### config.mk
export PLATFORM = sky130hd
export DESIGN_NAME = spi_slave_tx
export DESIGN_NICKNAME = d
export VERILOG_FILES = /design/src/rtl/spi_pkg.sv /design/src/rtl/spi_sync_edge.sv /design/src/rtl/spi_slave_tx.sv
export SDC_FILE = /design/constraint.sdc
export NUM_CORES = 1
export LEC_CHECK = 0
export CAP_MARGIN = 20
export CORE_ASPECT_RATIO = 1.75
export CORE_MARGIN = 2
export CORE_UTILIZATION = 50
export DETAILED_ROUTE_END_ITERATION = 7
export PLACE_DENSITY = 0.71
export SYNTH_ARGS = -nofsm -noshare
export SYNTH_HDL_FRONTEND = slang
export SYNTH_SLANG_ARGS = --single-unit
### constraint.sdc
create_clock -name clk -period 1.8 [get_ports clk]
set_clock_uncertainty 0.2 [all_clocks]
set_input_delay 0.54 -clock clk [delete_from_list [all_inputs] [get_ports clk]]
set_output_delay 0.54 -clock clk [all_outputs]
set_load 0.005 [all_outputs]
### src/rtl/spi_pkg.sv
// Shared types and defaults for the SPI slave transmitter.
package spi_pkg;
  typedef enum logic [1:0] {IDLE, LATCH, LOAD, SHIFT} spi_state_t;

  localparam int SPI_LENGTH_DEFAULT      = 8;
  localparam int SPI_SYNC_STAGES_DEFAULT = 2;
endpackage

### src/rtl/spi_sync_edge.sv
// Multi-flop synchronizer for an asynchronous pin, with single-cycle rise/fall pulses.
module spi_sync_edge #(
  parameter int   SYNC_STAGES = 2,
  parameter logic RST_VAL     = 1'b0
) (
  input  logic clk,
  input  logic rst,
  input  logic d,
  output logic rise,
  output logic fall
);
  logic [SYNC_STAGES-1:0] sync_q;
  logic                   prev_q;

  // Chain and history reset to the pin's idle level so reset never fakes an edge.
  always_ff @(posedge clk or posedge rst) begin
    if (rst) begin
      sync_q <= {SYNC_STAGES{RST_VAL}};
      prev_q <= RST_VAL;
    end else begin
      sync_q[0] <= d;
      for (int i = 1; i < SYNC_STAGES; i++) sync_q[i] <= sync_q[i-1];
      prev_q <= sync_q[SYNC_STAGES-1];
    end
  end

  assign rise = sync_q[SYNC_STAGES-1] & ~prev_q;
  assign fall = ~sync_q[SYNC_STAGES-1] & prev_q;
endmodule

### src/rtl/spi_slave_tx.sv
// SPI mode-0 slave transmitter streaming the snapshot memory out on MISO, MSB-first.
// Optional SPI_TX_CHECKSUM_EN appends an XOR checksum byte after every LENGTH data bytes.
module spi_slave_tx import spi_pkg::*; #(
  parameter int LENGTH      = SPI_LENGTH_DEFAULT,
  parameter int SYNC_STAGES = SPI_SYNC_STAGES_DEFAULT
) (
  input  logic       clk,
  input  logic       rst,
  input  logic       sck,
  input  logic       cs_n,
  input  logic [7:0] mem_byte,
  output logic       miso,
  output logic       miso_oe,
  output logic       mem_latch,
  output logic       mem_incr,
  output logic       mem_reset_addr,
  output logic       busy,
  output logic       frame_done
);
  if (LENGTH < 2 || LENGTH > 255) begin : g_len_chk
    $error("spi_slave_tx: LENGTH must be in 2..255");
  end

  logic sck_rise, sck_fall, cs_rise, cs_fall;

  spi_sync_edge #(.SYNC_STAGES(SYNC_STAGES), .RST_VAL(1'b0)) u_sck_sync (
    .clk(clk), .rst(rst), .d(sck), .rise(sck_rise), .fall(sck_fall)
  );

  spi_sync_edge #(.SYNC_STAGES(SYNC_STAGES), .RST_VAL(1'b1)) u_cs_sync (
    .clk(clk), .rst(rst), .d(cs_n), .rise(cs_rise), .fall(cs_fall)
  );

  spi_state_t  state;
  logic [7:0]  tx_shift, next_byte, tx_nxt;
  logic [2:0]  bit_cnt;
  // Prefetch delay: mem_incr -> memory address update -> capture.
  logic [1:0]  vld_pipe;

`ifdef SPI_TX_CHECKSUM_EN
  localparam int              BCW       = $clog2(LENGTH + 1);
  localparam logic [BCW-1:0]  LAST_DATA = BCW'(LENGTH - 1);
  localparam logic [BCW-1:0]  CHK_IDX   = BCW'(LENGTH);
  logic [BCW-1:0] byte_cnt;
  logic [7:0]     chk;
  logic           pf_chk;
`endif

  // A fall after the 8th rise starts the prefetched byte; otherwise shift.
  assign tx_nxt = (bit_cnt == 3'd0) ? next_byte : {tx_shift[6:0], 1'b0};

  always_ff @(posedge clk or posedge rst) begin
    if (rst) begin
      state          <= IDLE;
      tx_shift       <= '0;
      next_byte      <= '0;
      bit_cnt        <= '0;
      vld_pipe       <= '0;
      miso           <= 1'b0;
      miso_oe        <= 1'b0;
      mem_latch      <= 1'b0;
      mem_incr       <= 1'b0;
      mem_reset_addr <= 1'b0;
      busy           <= 1'b0;
      frame_done     <= 1'b0;
`ifdef SPI_TX_CHECKSUM_EN
      byte_cnt       <= '0;
      chk            <= '0;
      pf_chk         <= 1'b0;
`endif
    end else begin
      mem_latch      <= 1'b0;
      mem_incr       <= 1'b0;
      mem_reset_addr <= 1'b0;
      frame_done     <= 1'b0;
      vld_pipe       <= {vld_pipe[0], 1'b0};
      if (cs_rise) begin
        // CS release beats any same-cycle SCK edge and drops a partial byte.
        state          <= IDLE;
        miso           <= 1'b0;
        miso_oe        <= 1'b0;
        busy           <= 1'b0;
        mem_reset_addr <= 1'b1;
        frame_done     <= 1'b1;
        bit_cnt        <= '0;
        vld_pipe       <= '0;
        tx_shift       <= '0;
        next_byte      <= '0;
`ifdef SPI_TX_CHECKSUM_EN
        byte_cnt       <= '0;
        chk            <= '0;
        pf_chk         <= 1'b0;
`endif
      end else begin
        unique case (state)
          IDLE: if (cs_fall) begin
            state     <= LATCH;
            mem_latch <= 1'b1;
            busy      <= 1'b1;
          end
          LATCH: state <= LOAD;
          LOAD: begin
            state    <= SHIFT;
            tx_shift <= mem_byte;
            miso     <= mem_byte[7];
            miso_oe  <= 1'b1;
            bit_cnt  <= '0;
`ifdef SPI_TX_CHECKSUM_EN
            byte_cnt <= '0;
            chk      <= mem_byte;
`endif
          end
          SHIFT: begin
            if (sck_rise) begin
              bit_cnt <= bit_cnt + 3'd1;
              if (bit_cnt == 3'd7) begin
                vld_pipe <= {vld_pipe[0], 1'b1};
`ifdef SPI_TX_CHECKSUM_EN
                if (byte_cnt == LAST_DATA) begin
                  // Next byte is the checksum: memory address stays put.
                  byte_cnt <= CHK_IDX;
                  pf_chk   <= 1'b1;
                end else begin
                  mem_incr <= 1'b1;
                  pf_chk   <= 1'b0;
                  if (byte_cnt == CHK_IDX) begin
                    byte_cnt <= '0;
                    chk      <= '0;
                  end else begin
                    byte_cnt <= byte_cnt + 1'b1;
                  end
                end
`else
                mem_incr <= 1'b1;
`endif
              end
            end
            if (sck_fall) begin
              tx_shift <= tx_nxt;
              miso     <= tx_nxt[7];
            end
            if (vld_pipe[1]) begin
`ifdef SPI_TX_CHECKSUM_EN
              next_byte <= pf_chk ? chk : mem_byte;
              if (!pf_chk) chk <= chk ^ mem_byte;
`else
              next_byte <= mem_byte;
`endif
            end
          end
          default: state <= IDLE;
        endcase
      end
    end
  end
endmodule

* Word level (Yosys, flattened, before mapping)
Index checks and enable logic that the tools add are counted.
Widths: inputs -> output; s select.
** Word-level totals
- Input port bits :: 12
- Register bits :: 34
- Word-level logic and storage cells :: 78
** Cells by class
- Bitwise operators :: 8
- Reductions and logical operators :: 14
- Equal/unequal tests :: 7
- Add/subtract/negate cells :: 1
- Multiplexer cells :: 33
** Operators by type and width (number)
- $mux 8 :: 4
- $mux 1 :: 18
- $mux 7 :: 2
- $pmux 7 s2 :: 1
- $reduce_and 2->1 :: 5
- $reduce_bool 2->1 :: 5
- $ne 3x3->1 const B :: 3
- $mux 2 :: 3
- $mux 3 :: 2
- $pmux 2 s3 :: 1
- $pmux 3 s2 :: 1
- $and 1x1->1 :: 4
- $eq 2x2->1 const B :: 2
- $not 1->1 :: 4
- $reduce_bool 4->1 :: 1
- $add 3x1->3 const B :: 1
- $eq 3x3->1 const B :: 1
- $logic_not 3->1 :: 1
- $reduce_bool 3->1 :: 1
- $eq 2x1->1 const B :: 1
- $logic_not 2->1 :: 1
- $pmux 1 s2 :: 1

* Longest topological paths before layout
Gate-level depths: netlist of the first run.
- Word-level depth :: 5
- Gate-level depth with buffers :: 6
- Mapped depth without buffers :: 5

* Cells and area by module
A second synthesis of the first run with hierarchy kept.
** Second synthesis, totals
- Cells, all modules :: 152
- Area total of the unflattened synthesis :: 1597.8 µm²
** Modules (own cells, without submodules)
- spi_slave_tx :: cells an instance 140, instances 1, seq. area each 675.6 µm², area an instance 1406.3 µm²
- spi_sync_edge (u_cs_sync) :: cells an instance 6, instances 1, seq. area each 78.8 µm², area an instance 97.6 µm²
- spi_sync_edge (u_sck_sync) :: cells an instance 6, instances 1, seq. area each 75.1 µm², area an instance 93.8 µm²

* Least setup slack after synthesis of the first run
No wires, ideal clock.
- Path type :: reg-to-reg
- Start :: register u_cs_sync.prev_q
- End :: register tx_shift[0]
- Clock period less this slack :: 1766 ps
- Cell stages (with the launch flop) :: 6
- Slack :: 34 ps
- Setup time :: 125 ps
- Arrival time :: 1441 ps
- Path through :: dfstp_2 inv_1 ha_1 and3b_1 buf_6 mux2_4
** Between the ends
- Word-level cells in the longest chain between the ends :: 4
** Ends and longest elaborated chain
- start: declaration :: line spi_sync_edge.sv:13 : logic prev_q;
- start signal: assignment :: line spi_sync_edge.sv:23 : prev_q <= sync_q[SYNC_STAGES-1];
- $not 1->1 * :: line spi_sync_edge.sv:27 : assign rise = sync_q[SYNC_STAGES-1] & ~prev_q;
- $and 1x1->1 * :: line spi_sync_edge.sv:27
- via cs_rise :: line spi_slave_tx.sv:24 : logic sck_rise, sck_fall, cs_rise, cs_fall;
- $ne 3x3->1 (no line) or $reduce_bool 3->1 (tied branches)
- $reduce_and 2->1 (no line)
- end signal: assignment :: line spi_slave_tx.sv:104 : tx_shift <= mem_byte;
- end signal: assignment :: line spi_slave_tx.sv:139 : tx_shift <= tx_nxt;
- end: declaration :: line spi_slave_tx.sv:35 : logic [7:0] tx_shift, next_byte, tx_nxt;
The timed path passes the listed nets; every way through them passes the cells marked *.
A chain may end at the register's enable or synchronous reset.

* Worst setup path in the final report of the first run
- Start :: register u_cs_sync.sync_q[1]
- End :: register tx_shift[1]
** Between the ends
- Word-level cells in the longest chain between the ends :: 3
** Ends and longest elaborated chain
- start: declaration :: line spi_sync_edge.sv:12 : logic [SYNC_STAGES-1:0] sync_q;
- start signal: assignment :: line spi_sync_edge.sv:18 : sync_q <= {SYNC_STAGES{RST_VAL}};
- $and 1x1->1 * :: line spi_sync_edge.sv:27
- via cs_rise :: line spi_slave_tx.sv:24
- $ne 3x3->1 (no line) or $reduce_bool 3->1 (tied branches)
- $reduce_and 2->1 (no line)
Marked as above.

==> reports/metrics.csv, run 1 <==
stage,metric,value,unit
outcome,status,completed,
yosys,ys_ff_latch,33,
floorplan,die_w,48.0,um
min_path,hold_path.class,reg2reg,
yosys,synth_nets,179,
worst_setup_path,path_class,reg2reg,
worst_setup_path,critical_path.endpoint,tx_shift[1],
cells_and_area,seq_area,831,sq um
placement,place_area,1980,sq um
detailed_routing,wire_per_inst,16.4,um
floorplan,rows,28,
worst_setup_path,crit_chain,"ha_2, and3b_1, buf_4, a22o_1",
yosys,synthTopCellsByArea,"dfrtp_1, ha_1, a22o_1, dfstp_2, nand4b_1",
power_and_ir_drop,vdd_ir_drop_max,0.949,mV
cells_and_area,drive_above_1_share,20.1,%
worst_setup_path,path_depth,4,
floorplan,dieArea,3880,sq um
sta,setup-violations-final,0,
detailed_routing,via_per_inst,5.70,
cts,clock-root-buffer,clkbuf_8,
placement,portBuffers,18,
floorplan,die_height,80.9,um
power_and_ir_drop,total_leakage_power,0.979,nW
yosys,yosysUniqueCellTypes,35,
floorplan,initial_core_util,51.3,%
worst_setup_path,max_stage_delay,560,ps
cts,clock_sinks,33,
grt,grt_pass1_vias,1392,
worst_setup_path,r2r_end,tx_shift[1],
sta,slew_violations,0,
cells_and_area,multi_input_area,785,sq um
cts,ctsHoldBuffers,0,
placement,dpl.hpwl,2890,um
worst_setup_path,cp.required,1760,ps
sta,fin_crit,1790,ps
grt,grt_overflow_total,0,
detailed_routing,route.final.wire_length,3840,um
placement,place_congestion,0.902,
power_and_ir_drop,powerDensity,1240,nW/um^2
yosys,syn_avg_cell_area,10.8,sq um
worst_setup_path,r2r-start,u_cs_sync.sync_q[1],
worst_setup_path,arrival,1750,ps
cts,cts_tree,built,
cts,cts_htree_levels,2,
cells_and_area,diodes,0,
grt,track_usage,22.6,%
grt,antenna_found_initial,0,
yosys,yosys.area.top_type_share,44.4,%
sta,rsz0062_at_grt,yes,
cts,clk_pin_slew_worst_paths,70,ps
detailed_routing,ant_nets,0,
yosys,async_reset_ff_share,100,%
sta,fin_setup_tns,0,ps
yosys,synth-edff-count,0,
cts,max-clock-path-buffers,2,
worst_setup_path,crit_family,flip-flops,
cells_and_area,fill_cells,282,
detailed_routing,vias,1333,
cells_and_area,stdcell_area,2120,sq um
worst_setup_path,path_buf_inv,1,
grt,grt_start_max_net_pins,34,
worst_setup_path,crit_path_start,u_cs_sync.sync_q[1],
floorplan,io_pins,19,
sta,fin_crit_sh,99.5,%
sta,worstMarginPinSlew,365,ps
sta,timing.fmax,558,MHz
floorplan,core-area,3290,sq um
yosys,synthFlopType,dfrtp_1,
worst_setup_path,reg2reg_depth,4,
worst_setup_path,cp-start-kind,register,
worst_setup_path,worst-r2r-setup-slack,9,ps
cts,clk-insertion-delay-late,280,ps
cells_and_area,mostFrequentLayoutCells,"dfrtp_1, inv_1, nand2_1, buf_4",
detailed_routing,drc,0,
yosys,synth_top_cell_by_area,dfrtp_1,
cells_and_area,final_nets,210,
worst_setup_path,worst_setup_path_end_kind,register,
grt,grt_pass1_wl,6120,um
detailed_routing,dr.pass1.iters,4,
detailed_routing,drtIter0Drc,30,
job,timing.max_cap.violations,0,
cells_and_area,layout.cells.most_common,dfrtp_1,
yosys,synthCells,157,
worst_setup_path,critPathMaxFanout,7,
yosys,synth_warnings,0,
yosys,ys_seq_area_share,49.1,%
yosys,syn_area,1690,sq um
sta,final-hold-violation-count,0,
sta,slew_headroom,75.7,%
cells_and_area,area_growth,25.3,%
cts,numCtsBuffers,5,
worst_setup_path,cp_slowest_cell,dfstp_2,
metrics by stage:
stage / cells / setup WS [ps] / power, mW / hold slack (ps) / utilization (%)
2_1_floorplan: 157 / 33.9 / 1.72 / 131 / -
3_3_place_gp: 224 / 49.5 / 1.94 / 135 / 60.0
3_5_place_dp: 224 / -60.5 / 2.01 / 141 / 60.0
4_1_cts: 234 / 5.75 / 2.58 / 156 / 63.5
5_1_grt: 234 / -36.0 / 2.77 / 161 / 64.3
6_report: 234 / 9.20 / 2.62 / 152 / 64.3
sequential cells by signal, indices dropped and copies added (netlist names):
register,cells
bit_cnt,3
busy,1
frame_done,1
mem_latch,1
miso,1
miso_oe,1
next_byte,8
state,2
tx_shift,7
u_cs_sync.prev_q,1
u_cs_sync.sync_q,2
u_sck_sync.prev_q,1
u_sck_sync.sync_q,2
vld_pipe,2
layout make-up:
cell class / count / area share (%)
flip-flops and latches: 33 / 39.2
clock buffers: 8 / 4.25
well taps: 45 / 2.66
multi-input cells: 100 / 37.0
repair buffers: 32 / 14.0
inverters: 16 / 2.84
metal layers:
metal / global-route usage, % / vias to the layer above / part of all wire (%)
met2: 40.5 / 39 / 59
met3: 5.78 / 13 / 3.1
met5: 0 / - / 0
met1: 21.3 / 668 / 34
li1: - / 613 / -
met4: 12.7 / 0 / 4.1
how the worst min path moves through the flow:
stage,from,to,slack (ps),cells past startpoint
6_report,u_sck_sync.sync_q[0],u_sck_sync.sync_q[1],150,0
5_1_grt,u_cs_sync.sync_q[0],u_cs_sync.sync_q[1],160,0
4_1_cts,u_sck_sync.sync_q[0],u_sck_sync.sync_q[1],160,0
3_5_place_dp,u_sck_sync.sync_q[0],u_sck_sync.sync_q[1],140,0
3_3_place_gp,u_sck_sync.sync_q[0],u_sck_sync.sync_q[1],140,0
2_1_floorplan,u_sck_sync.sync_q[0],u_sck_sync.sync_q[1],130,0
repair_timing:
item	4_1_cts	5_1_grt
setup endpoints to repair	13	18
setup buffers	2	0
gates resized for setup	12	8
report_power, final:
| part | leakage (nW) | internal [mW] | total, mW | switching (mW) |
|---|---|---|---|---|
| Combinational | 0.528 | 0.491 | 1.00 | 0.509 |
| Sequential | 0.406 | 0.921 | 1.06 | 0.134 |
| Clock | 0.0455 | 0.312 | 0.569 | 0.257 |
| Total | 0.979 | 1.72 | 2.62 | 0.900 |
kinds of logic after synthesis:
kind of cell             after synthesis  share of synthesized area [%]
AND/OR/NAND/NOR                       48                           17.5
buffers and inverters                 24                           6.74
flip-flops                            33                           49.1
multiplexers                           4                           2.66
adder cells (fa/ha/maj)               10                           7.40
AO/OA/AOI/OAI                         38                           16.6
cells in the mapped netlist, types with 2 or more instances:
master and n:
buf_6 2, dfstp_2 3, o21ai_1 3, inv_1 16
nor2_1 2, a22o_1 11, nand4b_1 8, nand3_1 3
o21ai_0 4, o221ai_1 7, a21oi_2 2, ha_1 10
nor2b_1 6, buf_2 4, mux2i_1 3, dfrtp_1 30
nand2b_1 4, and2b_1 2, a31oi_1 4, a21oi_1 4
nand2_1 15
No activity file was read; power rests on OpenSTA's default activity.
==> run 2: changes to the inputs <==
ABC_AREA = 1   (was default)
CTS_CLUSTER_DIAMETER = 30   (was default)
PLACE_DENSITY = 0.75   (was 0.71)
==> run 2 against run 1 <==
Net effect:
- hold slack better by 6.1 ps
- flip-flop and latch count stayed put
- final area is 2.2% lower
- power is 2.7% higher
- count of clock-buffer cells in the layout is 1 lower
- sequential power hardly changed
- combinational power is 5% higher
- synthesized cell count is 27% higher
==> reports/metrics.csv, run 2 <==
stage,metric,value,unit,change
yosys,yosysUniqueCellTypes,24,,was 35
worst_setup_path,cp-start-kind,register,,unchanged
placement,place_congestion,0.949,,was 0.902
cts,cts_htree_levels,2,,unchanged
cells_and_area,final_util,62.2,%,was 64.3%
worst_setup_path,r2r-start,u_cs_sync.prev_q,,was u_cs_sync.sync_q[1]
min_path,hold_path.class,reg2reg,,unchanged
cts,ctsHoldBuffers,0,,unchanged
cells_and_area,drive_above_1_share,17.5,%,was 20.1%
yosys,synth_nets,221,,was 179
sta,timing.fmax,579,MHz,was 558 MHz
sta,fin_ws,73.1,ps,was 9.20 ps
worst_setup_path,worst_setup_path_end_kind,register,,unchanged
grt,grt_start_max_net_pins,19,,was 34
yosys,synth_warnings,0,,unchanged
worst_setup_path,max_stage_delay,530,ps,was 560 ps
cts,numCtsBuffers,5,,unchanged
yosys,syn_avg_cell_area,8.59,sq um,was 10.8 sq um
min_path,hp-start,u_sck_sync.sync_q[0],,unchanged
cells_and_area,seq_area,830,sq um,was 831 sq um
yosys,ys_seq_area_share,48.5,%,was 49.1%
cells_and_area,diodes,0,,unchanged
detailed_routing,via_per_inst,4.95,,was 5.70
cells_and_area,largest_reg_flops,8,,unchanged
sta,worstMarginPinSlew,339,ps,was 365 ps
cells_and_area,final_nets,250,,was 210
grt,grt_pass1_vias,1474,,"was 1,392"
worst_setup_path,cp.required,1770,ps,was 1760 ps
cts,clock_sinks,33,,unchanged
placement,dpl.hpwl,2590,um,was 2890 um
sta,fin_crit,1730,ps,was 1790 ps
grt,grt_pass1_wl,5870,um,was 6120 um
cts,clk_pin_slew_worst_paths,60,ps,was 70 ps
cells_and_area,fin_cells,273,,was 234
floorplan,die_w,48.2,um,was 48.0 um
placement,placed_cells,264,,was 224
power_and_ir_drop,powerDensity,1300,nW/um^2,was 1240 nW/um^2
detailed_routing,ant_nets,0,,unchanged
grt,grt_overflow_total,0,,unchanged
floorplan,die_height,81.4,um,was 80.9 um
worst_setup_path,crit_path_start,u_cs_sync.prev_q,,was u_cs_sync.sync_q[1]
job,timing.max_cap.violations,0,,unchanged
sta,fin_setup_tns,0,ps,unchanged
outcome,status,completed,,unchanged
grt,antenna_found_initial,0,,unchanged
yosys,ys_ff_latch,33,,unchanged
detailed_routing,route.final.wire_length,3400,um,was 3840 um
power_and_ir_drop,p_total,2.70,mW,was 2.62 mW
cts,cts_tree,built,,unchanged
yosys,ys_top_cells_by_count,"nand2_1, dfrtp_1, inv_1",,"was dfrtp_1, inv_1, nand2_1"
cells_and_area,fill_cells,294,,was 282
detailed_routing,drtIter0Drc,23,,was 30
sta,fin_crit_sh,95.9,%,was 99.5%
detailed_routing,wire_per_inst,12.4,um,was 16.4 um
yosys,synthTopCellsByArea,"dfrtp_1, nand2_1, ha_1, nand3_1, inv_1",,"was dfrtp_1, ha_1, a22o_1, dfstp_2, nand4b_1"
placement,post-place-ws,-11.6,ps,was -60.5 ps
sta,setup-violations-final,0,,unchanged
cells_and_area,layout.cells.most_common,nand2_1,,was dfrtp_1
cells_and_area,multi_input_area,714,sq um,was 785 sq um
worst_setup_path,cp_slowest_cell,dfstp_2,,unchanged
yosys,yosys.area.top_type_share,43.9,%,was 44.4%
power_and_ir_drop,total_leakage_power,1.07,nW,was 0.979 nW
sta,final-hold-violation-count,0,,unchanged
floorplan,io_pins,19,,unchanged
detailed_routing,vias,1351,,"was 1,333"
grt,track_usage,21.2,%,was 22.6%
cells_and_area,reg_top3,"next_byte x8, tx_shift x7, bit_cnt x3",,unchanged
sta,slew_violations,0,,unchanged
worst_setup_path,path_buf_inv,2,,was 1
floorplan,dieArea,3920,sq um,was 3880 sq um
floorplan,rows,28,,unchanged
yosys,synth-edff-count,0,,unchanged
yosys,syn_area,1710,sq um,was 1690 sq um
power_and_ir_drop,vdd_ir_drop_max,0.850,mV,was 0.949 mV
sta,fin_hold_ws,158,ps,was 152 ps
yosys,synth_top_cell_by_area,dfrtp_1,,unchanged
worst_setup_path,arrival,1690,ps,was 1750 ps
floorplan,core-area,3330,sq um,was 3290 sq um
sta,slew_headroom,77.3,%,was 75.7%
detailed_routing,dr.pass1.iters,4,,unchanged
cells_and_area,mostFrequentLayoutCells,"nand2_1, dfrtp_1, inv_1, nand3_1, clkdlybuf4s50_1",,"was dfrtp_1, inv_1, nand2_1, buf_4"
detailed_routing,drc,0,,unchanged
cts,max-clock-path-buffers,2,,unchanged
worst_setup_path,crit_family,flip-flops,,unchanged
cts,clk-insertion-delay-late,280,ps,about the same
worst_setup_path,critPathMaxFanout,16,,was 7
cts,clock-root-buffer,clkbuf_8,,unchanged
cells_and_area,area_growth,21.1,%,was 25.3%
placement,portBuffers,18,,unchanged
yosys,yosys.cell_count.top_type,nand2_1,,was dfrtp_1
floorplan,initial_core_util,51.4,%,was 51.3%
yosys,async_reset_ff_share,100,%,unchanged
placement,place_area,1940,sq um,was 1980 sq um
worst_setup_path,crit_chain,"inv_1, ha_1, nor2_2, a21oi_4, buf_12, nand3_1, o21ai_0",,"was ha_2, and3b_1, buf_4, a22o_1"
cells_and_area,regMostFlops,next_byte,,unchanged
cells_and_area,stdcell_area,2070,sq um,was 2120 sq um
sta,rsz0062_at_grt,yes,,unchanged
worst_setup_path,path_class,reg2reg,,unchanged
yosys,synthFlopType,dfrtp_1,,unchanged
yosys,synthCells,199,,was 157
[run 2: cell count changes after synthesis, sizes merged, moves of 3 or more]
cell | before | now
a22o | 11 | 0
a31oi | 4 | 0
o21ai | 7 | 15
nand3 | 3 | 25
inv | 16 | 32
o221ai | 7 | 0
nor2 | 2 | 8
mux2i | 3 | 0
nand2 | 15 | 66
nand4b | 8 | 0
nand2b | 5 | 0
nor2b | 6 | 0
a21oi | 6 | 3
[run 2: power by group]
| group | switching [mW] | total [mW] | internal, mW |
|---|---|---|---|
| combinational | 0.627 | 1.05 | 0.426 |
| sequential | 0.110 | 1.08 | 0.972 |
| clock | 0.256 | 0.559 | 0.303 |
[run 2: layout make-up]
type | instances | share of cell area, %
Tap cell | 45 | 2.72
Sequential cell | 33 | 40.1
Timing Repair Buffer | 28 | 12.5
Clock buffer | 7 | 4.17
Inverter | 32 | 6.04
Multi-Input combinational cell | 128 | 34.5
[run 2: cells by family after synthesis]
logic type | count (synthesis) | share of synthesized area (%)
and+or+nand+nor | 99 | 25.6
buffers and inverters | 38 | 11.3
DFF | 33 | 48.5
AOI/OAI and AO/OA | 19 | 7.24
adders and majority gates | 10 | 7.32
[run 2: worst paths after layout]
kind,end,slack (ps),depth (start not counted)
min,u_sck_sync.sync_q[1],160,0
max,next_byte[7],70,7
min reg2reg,u_sck_sync.sync_q[1],160,0
max reg2reg,next_byte[7],70,7
min in group asynchronous,bit_cnt[0],380,3
max in group asynchronous,u_cs_sync.prev_q,780,3
[run 2: repair_timing]
item	4_1_cts	5_1_grt
pin swaps	1	1
buffers inserted	2	0
setup endpoints to repair	16	13
gates resized for setup	8	7
[run 2: routing by layer]
metal,global-route usage [%],vias to the layer above,share of wire (%)
met2,37.2,28,54
met4,15.1,0,6.2
li1,-,672,-
met1,19.6,633,36
met5,0,-,0
met3,4.67,18,3.3
==> edit 1: new RTL, settings of run 1 <==
Encoding of `spi_state_t`: now one-hot (4 bits for 4 states).
--- a/src/rtl/spi_pkg.sv
+++ b/src/rtl/spi_pkg.sv
@@ -2,3 +2,3 @@
 package spi_pkg;
-  typedef enum logic [1:0] {IDLE, LATCH, LOAD, SHIFT} spi_state_t;
+  typedef enum logic [3:0] {IDLE = 4'b0001, LATCH = 4'b0010, LOAD = 4'b0100, SHIFT = 4'b1000} spi_state_t;
 
Behaviour: same outputs for any inputs over 10 cycles, from zero or initial values and one cycle with rst high; not proved beyond that.
==> edit 1 against run 1 <==
Via count is 0.53% higher; wire length down 0.34%; sequential cell count grew 2; core utilization rose by 1.7 points; setup slack gained 68 ps; count of clock-buffer cells in the layout decreased by 2; fmax up 4.0%; design area down 2.1%; synthesized area down 2.8%.
Power is not compared: it rests on default switching activity, and its combinational part moved more than twofold at a synthesized area within 25%.
==> edit 1: results (changes against run 1) <==
placement:
  dp_hpwl_microns: 2810  # was 2890 microns
  placedCellCount: 230  # was 224
  place_area_sq_um: 1960  # was 1980 sq um
  dp_worst_setup_slack_ps: -1.45  # was -60.5 ps
  place_congestion: 0.877  # was 0.902
run_status:
  status: "complete, no violations"  # unchanged
synthesis:
  synthMuxAreaShare_pct: 0.685  # was 2.66%
  synth_common_cells: "31 x dfrtp_1, 26 x nand2_1, 20 x a21oi_1"  # was 30 x dfrtp_1, 16 x inv_1, 15 x nand2_1, 11 x a22o_1, 10 x ha_1
  synthDistinctLibCells: 31  # was 35
  synth_fa_ha_area_share_pct: 3.81  # was 7.40%
  synthCells: 166  # was 157
  yosysSeqAreaShare_pct: 53.6  # was 49.1%
  synth-xor-area-share_pct: 0.533  # was 0%
  synth_compound_area_share_pct: 18.6  # was 16.6%
worst_setup_path:
  r2r_setup_slack_ps: 80  # was 9 ps
  crit_fanout: 8  # was 7
  crit_path_top_delay_cell: "dfrtp_1"  # was dfstp_2
  worst-r2r-cell-count: 7  # was 4
  rr_startpoint: "bit_cnt[0]"  # was u_cs_sync.sync_q[1]
  cpPeakStageDelay_ps: 390  # was 560 ps
  cp-endpoint: "tx_shift[0]"  # was tx_shift[1]
global_routing:
  grt_first_pass_wirelength_microns: 6310  # was 6120 microns
  grt_use_met3_pct: 5.43  # was 5.78%
  grt_pass1_vias: 1360  # was 1392
  grt_use_met1_pct: 25.4  # was 21.3%
  grt_util_all_layers_pct: 23.7  # was 22.6%
  use_met2_pct: 40.8  # was 40.5%
  grt_max_degree: 36  # was 34
route:
  initialDrtViolationCount: 37  # was 30
  wl_met2_microns: 2090  # was 2270 microns
  post_drt_wl_per_cell_microns: 15.9  # was 16.4 microns
  avgViaCountPerCell: 5.56  # was 5.70
  drt-total-wl_microns: 3830  # was 3840 microns
  dr_wl_met3_microns: 170  # was 119 microns
final_layout:
  top_regs: "next_byte (8), tx_shift (7), state (4)"  # was next_byte (8), tx_shift (7), bit_cnt (3)
  nNetsFinal: 215  # was 210
timing:
  fin_ws_ps: 77.5  # was 9.20 ps
  worst_slew_pin_slew_ps: 303  # was 365 ps
  hold_slack_ps: 163  # was 152 ps
## edit 1: cell types whose count changed in the layout (fill, tap and decap cells not counted), sizes merged, moves of 5 or more
cell / before / now
nand2: 15 / 26
ha: 10 / 5
o22a: 0 / 7
inv: 16 / 7
nor2: 2 / 7
a22o: 11 / 2
o221ai: 7 / 0
a21oi: 6 / 20
nand4b: 8 / 0
nand3: 3 / 8
## edit 1: where the power goes
part	internal (uW)	switching (uW)	total [uW]
logic	209	195	404
registers	880	66.3	946
clock network	300	267	567
total	1390	528	1920
## edit 1: timing repair
item / CTS / global route
endpoints found under the setup margin: 8 / 1
setup buffers: 2 / 2
resized for setup: 7 / 2
cloned: 0 / 0
## edit 1: area by class of cell
type	instances	area (sq um)
Clock buffer	6	82.6
Clock inverter	1	5.00
Fill cell	270	1070
Inverter	7	26.3
Multi-Input combinational cell	114	713
Sequential cell	35	882
Tap cell	43	53.8
Timing Repair Buffer	35	312
==> edit 2: new RTL, settings of run 1 <==
Without the edit above. The option `SPI_TX_CHECKSUM_EN` is turned on by a define.
--- a/src/rtl/spi_slave_tx.sv
+++ b/src/rtl/spi_slave_tx.sv
@@ -2,2 +2,4 @@
 // Optional SPI_TX_CHECKSUM_EN appends an XOR checksum byte after every LENGTH data bytes.
+`define SPI_TX_CHECKSUM_EN
+
 module spi_slave_tx import spi_pkg::*; #(
Formal check against the unedited RTL: no difference found for any inputs over 10 cycles, from zero or initial values and one cycle with rst high; that may be too few to reach the edited logic, so the function may still have changed.
==> edit 2 against run 1 <==
The flow now finishes with violations (setup timing); sequential share of layout area decreased by 4.0 points; synthesized area increased by 50%; power increased by 48%; wire length increased by 59%; clock power increased by 39%; sequential cell count increased by 14; setup slack got worse by 17 ps; design area increased by 58%; critical path type unchanged; critical endpoint is now byte_cnt[3]; highest routed layer unchanged.
==> edit 2: results (changes against run 1) <==
run_status:
  status: "complete, but fails checks"  # was complete, no violations
  violations: "setup timing"
route:
  initialDrtViolationCount: 35  # was 30
  post_drt_wl_per_cell_microns: 17.1  # was 16.4 microns
  drt-met1-wl_microns: 2310  # was 1300 microns
  dr_wl_met3_microns: 158  # was 119 microns
  vias: 2086  # was 1333
  wl_met2_microns: 3380  # was 2270 microns
  drt-total-wl_microns: 6110  # was 3840 microns
power_and_ir_drop:
  cellLeakagePower_uw: 0.00150  # was 0.000979 uW
  peakVddDrop_uv: 951  # was 949 uV
  pg_seq_uw: 1450  # was 1060 uW
  clk-power_uw: 792  # was 569 uW
  p_switching_uw: 1340  # was 900 uW
synthesis:
  syn-num-nets: 268  # was 179
  synth_compound_area_share_pct: 19.4  # was 16.6%
  synthMuxAreaShare_pct: 9.72  # was 2.66%
  synth_area_leaders: "dfrtp_1 43%, mux2i_1 7.5%, ha_1 5.9%"  # was dfrtp_1 44%, ha_1 7.4%, a22o_1 5.7%
  synth-xor-area-share_pct: 0.346  # was 0%
  synthDistinctLibCells: 41  # was 35
  synth_common_cells: "44 x dfrtp_1, 21 x nor2_1, 19 x mux2i_1, 17 x a21oi_1"  # was 30 x dfrtp_1, 16 x inv_1, 15 x nand2_1, 11 x a22o_1, 10 x ha_1
  yosysSeqAreaShare_pct: 46.5  # was 49.1%
  synth_fa_ha_area_share_pct: 5.92  # was 7.40%
  syn_area_per_cell_sq_um: 10.4  # was 10.8 sq um
worst_setup_path:
  crit_family: "simple AND/OR/NAND/NOR gates"  # was flip-flops
  crit_fanout: 5  # was 7
  critical_path_arrival_ps: 1840  # was 1750 ps
  cpPeakStageDelay_ps: 430  # was 560 ps
  crit_path_top_delay_cell: "dfrtp_2"  # was dfstp_2
placement:
  placedCellCount: 340  # was 224
  dp_hpwl_microns: 4290  # was 2890 microns
  place_congestion: 0.870  # was 0.902
  dp_worst_setup_slack_ps: -198  # was -60.5 ps
global_routing:
  use_met2_pct: 40.6  # was 40.5%
  grt_use_met1_pct: 25.1  # was 21.3%
  grt_first_pass_wirelength_microns: 10000  # was 6120 microns
  grt_util_all_layers_pct: 22.9  # was 22.6%
  grt_max_degree: 22  # was 34
timing:
  fin_ws_ps: -7.84  # was 9.20 ps
  final.setup.tns_ps: -7.84  # was 0 ps
  worst_slew_pin_slew_ps: 402  # was 365 ps
  setup_viol: 1  # was 0
cts:
  cts_resized: 19  # was 12
  clkLatencyLatePin_ps: 310  # was 280 ps
  clkSlewWorstSetupHoldPaths_ps: 90  # was 70 ps
  cts_buffer_depth: 2  # unchanged
  cts_setup_buffers: 5  # was 2
final_layout:
  drive_gt1_share_pct: 31.9  # was 20.1%
  fill_cells: 381  # was 282
  top_regs: "chk (8), next_byte (8), tx_shift (7)"  # was next_byte (8), tx_shift (7), bit_cnt (3)
  nNetsFinal: 327  # was 210
  multi_input_area_sq_um: 1350  # was 785 sq um
==> edit 2: changes by cell type after synthesis, sizes merged, moves of 6 or more <==
cell,change
o22ai,+6
dfrtp,+14
mux2i,+16
a21oi,+12
nor2,+19
o221ai,-7
nand4b,-8
o21ai,+7
==> edit 2: path summary, 6_finish.rpt <==
path	end	slack, ps	from	cells after the start
setup / recovery	byte_cnt[3]	-8	state[1]	6
hold / removal	u_sck_sync.sync_q[1]	160	u_sck_sync.sync_q[0]	0
setup reg to reg	byte_cnt[3]	-8	state[1]	6
hold reg to reg	u_sck_sync.sync_q[1]	160	u_sck_sync.sync_q[0]	0
max in group asynchronous	bit_cnt[2]	630	rst	3
min in group asynchronous	chk[5]	340	rst	2
==> edit 2: layout make-up <==
class / instances / area share (%)
repair buffers: 66 / 17.3
flip-flops and latches: 47 / 35.2
inverters: 14 / 1.68
multi-input cells: 169 / 40.4
clock inverters: 3 / 1.31
well taps: 54 / 2.02
clock buffers: 5 / 2.05
